===== config.mk =====
export PLATFORM = sky130hd
export DESIGN_NAME = fa_serial_addsub
export DESIGN_NICKNAME = d
export VERILOG_FILES = /design/src/rtl/fa_serial_addsub.sv
export SDC_FILE = /design/constraint.sdc
export NUM_CORES = 1
export LEC_CHECK = 0
export ABC_AREA = 0
export ABC_CLOCK_PERIOD_IN_PS = 5000
export CORE_MARGIN = 2
export CORE_UTILIZATION = 30
export DETAILED_ROUTE_END_ITERATION = 6
export GPL_TIMING_DRIVEN = 1
export HOLD_SLACK_MARGIN = 0.03
export PLACE_DENSITY_LB_ADDON = 0.3
export SKIP_CTS_REPAIR_TIMING = 1
export SLEW_MARGIN = 30
export SYNTH_ARGS = -nofsm -noshare
export SYNTH_HDL_FRONTEND = slang
export SYNTH_SLANG_ARGS = --single-unit

===== constraint.sdc =====
create_clock -name clk -period 5 [get_ports clk]
set_clock_uncertainty 0.15 [all_clocks]
set_input_delay 1 -clock clk [delete_from_list [all_inputs] [get_ports clk]]
set_output_delay 1 -clock clk [all_outputs]
set_load 0.01 [all_outputs]

===== src/rtl/fa_serial_addsub.sv =====
// Digit-serial add/subtract: one DIGIT_WIDTH-bit ripple slice per clock, LSB digit first,
// with a registered inter-digit carry and valid/ready handshakes on both sides.
module fa_serial_addsub #(
    parameter int DATA_WIDTH  = 32,
    parameter int DIGIT_WIDTH = 4
) (
    input  logic                  clk,
    input  logic                  rst,
    input  logic                  in_valid,
    output logic                  in_ready,
    input  logic [DATA_WIDTH-1:0] a,
    input  logic [DATA_WIDTH-1:0] b,
    input  logic                  cin,
    input  logic                  sub,
    output logic                  out_valid,
    input  logic                  out_ready,
    output logic [DATA_WIDTH-1:0] s,
    output logic                  cout,
    output logic                  ovf
);

    localparam int NDIG = DATA_WIDTH / DIGIT_WIDTH;
    localparam int CW   = (NDIG > 1) ? $clog2(NDIG) : 1;

    localparam logic [1:0] IDLE = 2'd0;
    localparam logic [1:0] RUN  = 2'd1;
    localparam logic [1:0] DONE = 2'd2;

    generate
        if ((DATA_WIDTH % DIGIT_WIDTH) != 0) begin : g_bad_digit
            $error("fa_serial_addsub: DIGIT_WIDTH must divide DATA_WIDTH");
        end
    endgenerate

    logic [1:0]             state;
    logic [CW-1:0]          cnt;
    logic [DATA_WIDTH-1:0]  a_q;
    logic [DATA_WIDTH-1:0]  b_q;
    logic                   carry;
    logic [DIGIT_WIDTH-1:0] da;
    logic [DIGIT_WIDTH-1:0] db;
    logic [DIGIT_WIDTH-1:0] dsum;
    logic [DIGIT_WIDTH:0]   c;
    logic                   last;

    assign da   = a_q[int'(cnt)*DIGIT_WIDTH +: DIGIT_WIDTH];
    assign db   = b_q[int'(cnt)*DIGIT_WIDTH +: DIGIT_WIDTH];
    assign last = (cnt == CW'(NDIG - 1));
    assign c[0] = carry;

    genvar i;
    generate
        for (i = 0; i < DIGIT_WIDTH; i++) begin : g_fa
            assign dsum[i]  = da[i] ^ db[i] ^ c[i];
            assign c[i+1]   = (da[i] & db[i]) | (c[i] & (da[i] ^ db[i]));
        end
    endgenerate

    assign in_ready  = (state == IDLE);
    assign out_valid = (state == DONE);

    always_ff @(posedge clk or posedge rst) begin
        if (rst) begin
            state <= IDLE;
            cnt   <= '0;
            carry <= 1'b0;
            a_q   <= '0;
            b_q   <= '0;
            s     <= '0;
            cout  <= 1'b0;
            ovf   <= 1'b0;
        end else begin
            case (state)
                IDLE: begin
                    if (in_valid) begin
                        // Subtract is a + ~b + ~borrow, so invert once at accept time.
                        a_q   <= a;
                        b_q   <= sub ? ~b : b;
                        carry <= sub ? ~cin : cin;
                        cnt   <= '0;
                        state <= RUN;
                    end
                end
                RUN: begin
                    s[int'(cnt)*DIGIT_WIDTH +: DIGIT_WIDTH] <= dsum;
                    carry <= c[DIGIT_WIDTH];
                    if (last) begin
                        state <= DONE;
                        cout  <= c[DIGIT_WIDTH];
                        ovf   <= (a_q[DATA_WIDTH-1] == b_q[DATA_WIDTH-1]) &&
                                 (dsum[DIGIT_WIDTH-1] != a_q[DATA_WIDTH-1]);
                    end else begin
                        cnt <= cnt + CW'(1);
                    end
                end
                DONE: begin
                    if (out_ready) state <= IDLE;
                end
                default: state <= IDLE;
            endcase
        end
    end

endmodule


Word level (Yosys, flattened, before mapping)
Index checks and enable logic that the tools add are counted.

Flip-flop bits (word level): 104. Input port bits: 70. Word-level logic and storage cells: 65.

Add/sub/neg operators: 2. Equality and inequality tests: 9. Shifts and indexed selects: 4. Muxes and demuxes: 12. Bitwise operators: 22. Reductions and logical operators: 8.

Operators by type and width (number): $shiftx 32x6->4 (2); $neg 5->33 (1); $shift 4x33->32 const A (1); $shiftx 4x33->32 (1); $bwmux 32 (1); $mux 32 (1); $not 32->32 (1); $and 1x1->1 (8); $xor 1x1->1 (8); $mux 2 (3); $mux 3 (2); $ne 2x2->1 const B (3); $pmux 2 s3 (1); $pmux 3 s2 (1); $reduce_and 2->1 (3); $reduce_and 3->1 (2); $or 1x1->1 (4); $add 3x1->3 const B (1); $eq 3x3->1 const B (1); $eq 2x1->1 const B (1); $eq 2x2->1 const B (1); $logic_not 2->1 (1); $mux 1 (2); $ne 2x1->1 const B (1); 6 further kinds (6).

Longest topological paths before layout
Word-level depth: 11. Depth in mapped cells: 14. Mapped depth without buffers: 12.

Worst setup path before layout
Ideal clock, no wire load.

Kind: register to register. Start: reg cnt[0]. End: reg s[15]. Arrival: 3196 ps. Required time: 4725 ps. Path slack: 1529 ps. Stages on the path, launching flop included: 14. Path buffers: 1. Period minus slack after synthesis: 3471 ps. Cell sequence: dfrtp_1 buf_2 mux4_2 mux2i_1 fa_1 inv_1 fa_1 inv_1 fa_1 inv_1 fa_1 nand2b_1 nor2_1 mux2_2.

Cells in the longest elaborated chain, start to end: 11. Elaborated cells on any way between the ends: 23.

RTL lines: from (decl) (RTL line 36) `logic [CW-1:0] cnt;`; from (signal assigned) (RTL line 93) `cnt <= cnt + CW'(1);`; $shiftx 32x6->4 (on tied branches) (RTL line 46, 47); $xor 1x1->1 (RTL line 54, 55); $and 1x1->1 (RTL line 55) `assign c[i+1] = (da[i] & db[i]) | (c[i] & (da[i] ^ db[i]));`; $or 1x1->1 (RTL line 55); $and 1x1->1 (RTL line 55); $or 1x1->1 (RTL line 55); $and 1x1->1 (RTL line 55); $or 1x1->1 (RTL line 55); $xor 1x1->1 (RTL line 54) `assign dsum[i] = da[i] ^ db[i] ^ c[i];`; $shiftx 4x33->32 (RTL line 85) `s[int'(cnt)*DIGIT_WIDTH +: DIGIT_WIDTH] <= dsum;`; $bwmux 32 (*) (RTL line 85); to (signal, indexed assignment) (RTL line 85); to (decl) (RTL line 17) `output logic [DATA_WIDTH-1:0] s,`.

Mark *: on every way between the ends. The rest lies on a longest branch, timed or not. A chain may end at the register's enable or synchronous reset.

Worst setup path after layout
Start: reg cnt[0]. End: reg s[31].

Same word-level chain as after synthesis.

==> results_dict.tcl <==
set metrics [dict create \
    h-tree-depth 3 \
    ys.warnings.count 0 \
    rsz0062_at_grt "no" \
    antenna_found_initial 0 \
    routed_wl_mm 11.4 \
    power_density_mw_per_mm2 667 \
    cp.required_ps 5090 \
    layout_min_cycle_time_ps 3870 \
    dr_total_vias 3307 \
    gp_congestion 0.719 \
    ys_types 28 \
    power.leakage_nw 2.70 \
    syn2layout_area_growth_pct 31.0 \
    syn_nets 476 \
    vdd_drop_max_v 0.000267 \
    netlist_instances 395 \
    drv_cap 0 \
    hpwl_mm 8.33 \
    ios 106 \
    antennaDiodeCount 0 \
    first_pass_iters 7 \
    setup-violations-final 0 \
    vias_per_cell 4.61 \
    clk_latency_ps 350 \
    nets 573 \
    startpoint_type "flip-flop" \
    async_reset_ff_share_pct 100 \
    io_buffers 105 \
    worst_pin_slew_ps 967 \
    final_cells 717 \
    max_freq_mhz 258 \
    hold_ws_ps 355 \
    worst-setup-path-type "flip-flop to flip-flop" \
    root_buffer "clkbuf_16" \
    synth.top_cell.area_share_pct 52.1 \
    synth-edff-count 0 \
    post-route-period-util_pct 77.4 \
    finalMaxSlewViolations 0 \
    slew_headroom_pct 35.5 \
    cts_made_buffers 9 \
    wl_per_cell_um 15.9 \
    timing.reg2reg.worst_path_depth 12 \
    ys_seq_elements 104 \
    drc 0 \
    drive_gt1_share_pct 21.7 \
    setup_tns_ps 0 \
    die_height_um 133 \
    grt_util_all_layers_pct 13.5 \
    cts_max_path_buffers 2 \
    rows 47 \
    grt_pass1_wl_mm 18.7 \
    postRouteAntennaNets 0 \
    finalHoldViolCount 0 \
    path_clk_slew_ps 70 \
    placed_cells 701 \
    yosysMostFrequentCell "dfrtp_1" \
    cp.arrival_ps 3960 \
    grt-ovfl-total 0 \
    holdPathStages 1 \
    core_mm2 0.0164 \
    die_w_um 133 \
    dr.first_iter.drc_count 209 \
    start_util_pct 30.5 \
    hp-class "flip-flop to flip-flop" \
    grt_max_degree 100 \
    synth_top_area_cell "dfrtp_1" \
    cp-end-kind "flip-flop" \
    dp_slack_ps 1080 \
    postSynthAreaPerCell_um2 12.7 \
    yosys-top-cells-area "dfrtp_1, mux2_2, mux4_2" \
    seq_area_frac_synth_pct 52.1 \
    synthesis.area_mm2 0.00500 \
    fin_ws_ps 1130 \
    critical_path_peak_fanout 27 \
    status "finished clean" \
    cts_sinks 104 \
    yosys-top-cells-count "dfrtp_1, mux2_2, nor2_1, xnor2_1, a21oi_1" \
    ys.flop_type "dfrtp_1" \
    utilization_pct 39.9 \
    dieArea_mm2 0.0177 \
    tritoncts "done" \
    grt_pass1_vias 3529 \
]
[flip-flops by register name, summed over array words and instances (netlist names)]
name / cells
s: 32
cnt: 3
carry: 1
b_q: 32
cout: 1
state: 2
ovf: 1
a_q: 32
[per-layer routing]
| metal | up-vias | global-route usage (%) | wire, um |
|---|---|---|---|
| met3 | 12 | 3.14 | 554 |
| li1 | 1551 | - | - |
| met1 | 1658 | 18.0 | 5300 |
| met2 | 86 | 21.8 | 5370 |
| met5 | - | 0 | 0 |
| met4 | 0 | 4.24 | 150 |
[cells by family (layout without fill, tap and decap cells)]
kind of cell	after synthesis	count (layout)	synth area share [%]
flops	104	104	52.1
simple gates	88	88	8.79
mux	87	87	23.0
compound gates	37	37	3.93
buf+inv	35	137	3.08
xor+xnor	33	33	5.78
fa+ha+maj	11	11	3.35
[metrics by stage]
stage | area, um^2 | total power [mW]
2_1_floorplan | 5000 | 2.95
3_3_place_gp | 6250 | 3.67
3_5_place_dp | 6260 | 3.74
4_1_cts | 6550 | 4.43
5_1_grt | 6550 | 4.70
6_report | 6550 | 4.37
[path summary, 6_finish.rpt]
| path | from | to | slack (ps) |
|---|---|---|---|
| worst min-delay path | a_q[5] | a_q[5] | 360 |
| worst max-delay path | cnt[0] | s[31] | 1130 |
| worst min register to register | a_q[5] | a_q[5] | 360 |
| worst max register to register | cnt[0] | s[31] | 1130 |
| min in group asynchronous | rst | a_q[2] | 1000 |
| max in group asynchronous | rst | a_q[8] | 2900 |
[where the power goes]
part           switching, mW  internal, mW
combinational           1.02          1.10
clock                  0.320         0.357
sequential             0.327          1.23
[critical path, cell delays in order, from the launching register on]
cell and delay (ps):
dfrtp_2 860, mux4_2 580, mux2i_1 220, fa_1 210, inv_1 50, fa_1 360
inv_1 90, fa_1 160, inv_1 50, fa_1 510, nand2b_1 170, nor2_1 80
mux2_2 260
[final cells by class]
cell class              count  area [um^2]
clock buffers              10          239
clock inverters             6         50.0
fillers                  1559         9860
inverters                  14         57.6
multi-input cells         256         2250
flip-flops and latches    104         2600
well taps                 220          275
repair buffers            107         1070
[placed cells by master, fill, tap and decap left out, types with 2 or more instances in the layout]
| cell type | count |
|---|---|
| a22o_1 | 2 |
| mux2i_1 | 8 |
| nand2_1 | 18 |
| ha_1 | 7 |
| nand4b_1 | 4 |
| inv_6 | 4 |
| clkinvlp_4 | 2 |
| nor2_1 | 42 |
| nor3_1 | 7 |
| mux4_2 | 16 |
| mux2_2 | 63 |
| dfrtp_1 | 103 |
| clkdlybuf4s50_1 | 104 |
| a21oi_1 | 32 |
| xnor2_1 | 33 |
| clkbuf_16 | 9 |
| nand2b_1 | 7 |
| nor3_2 | 4 |
| inv_1 | 12 |
| fa_1 | 4 |
(Power assumes the default switching activity.)
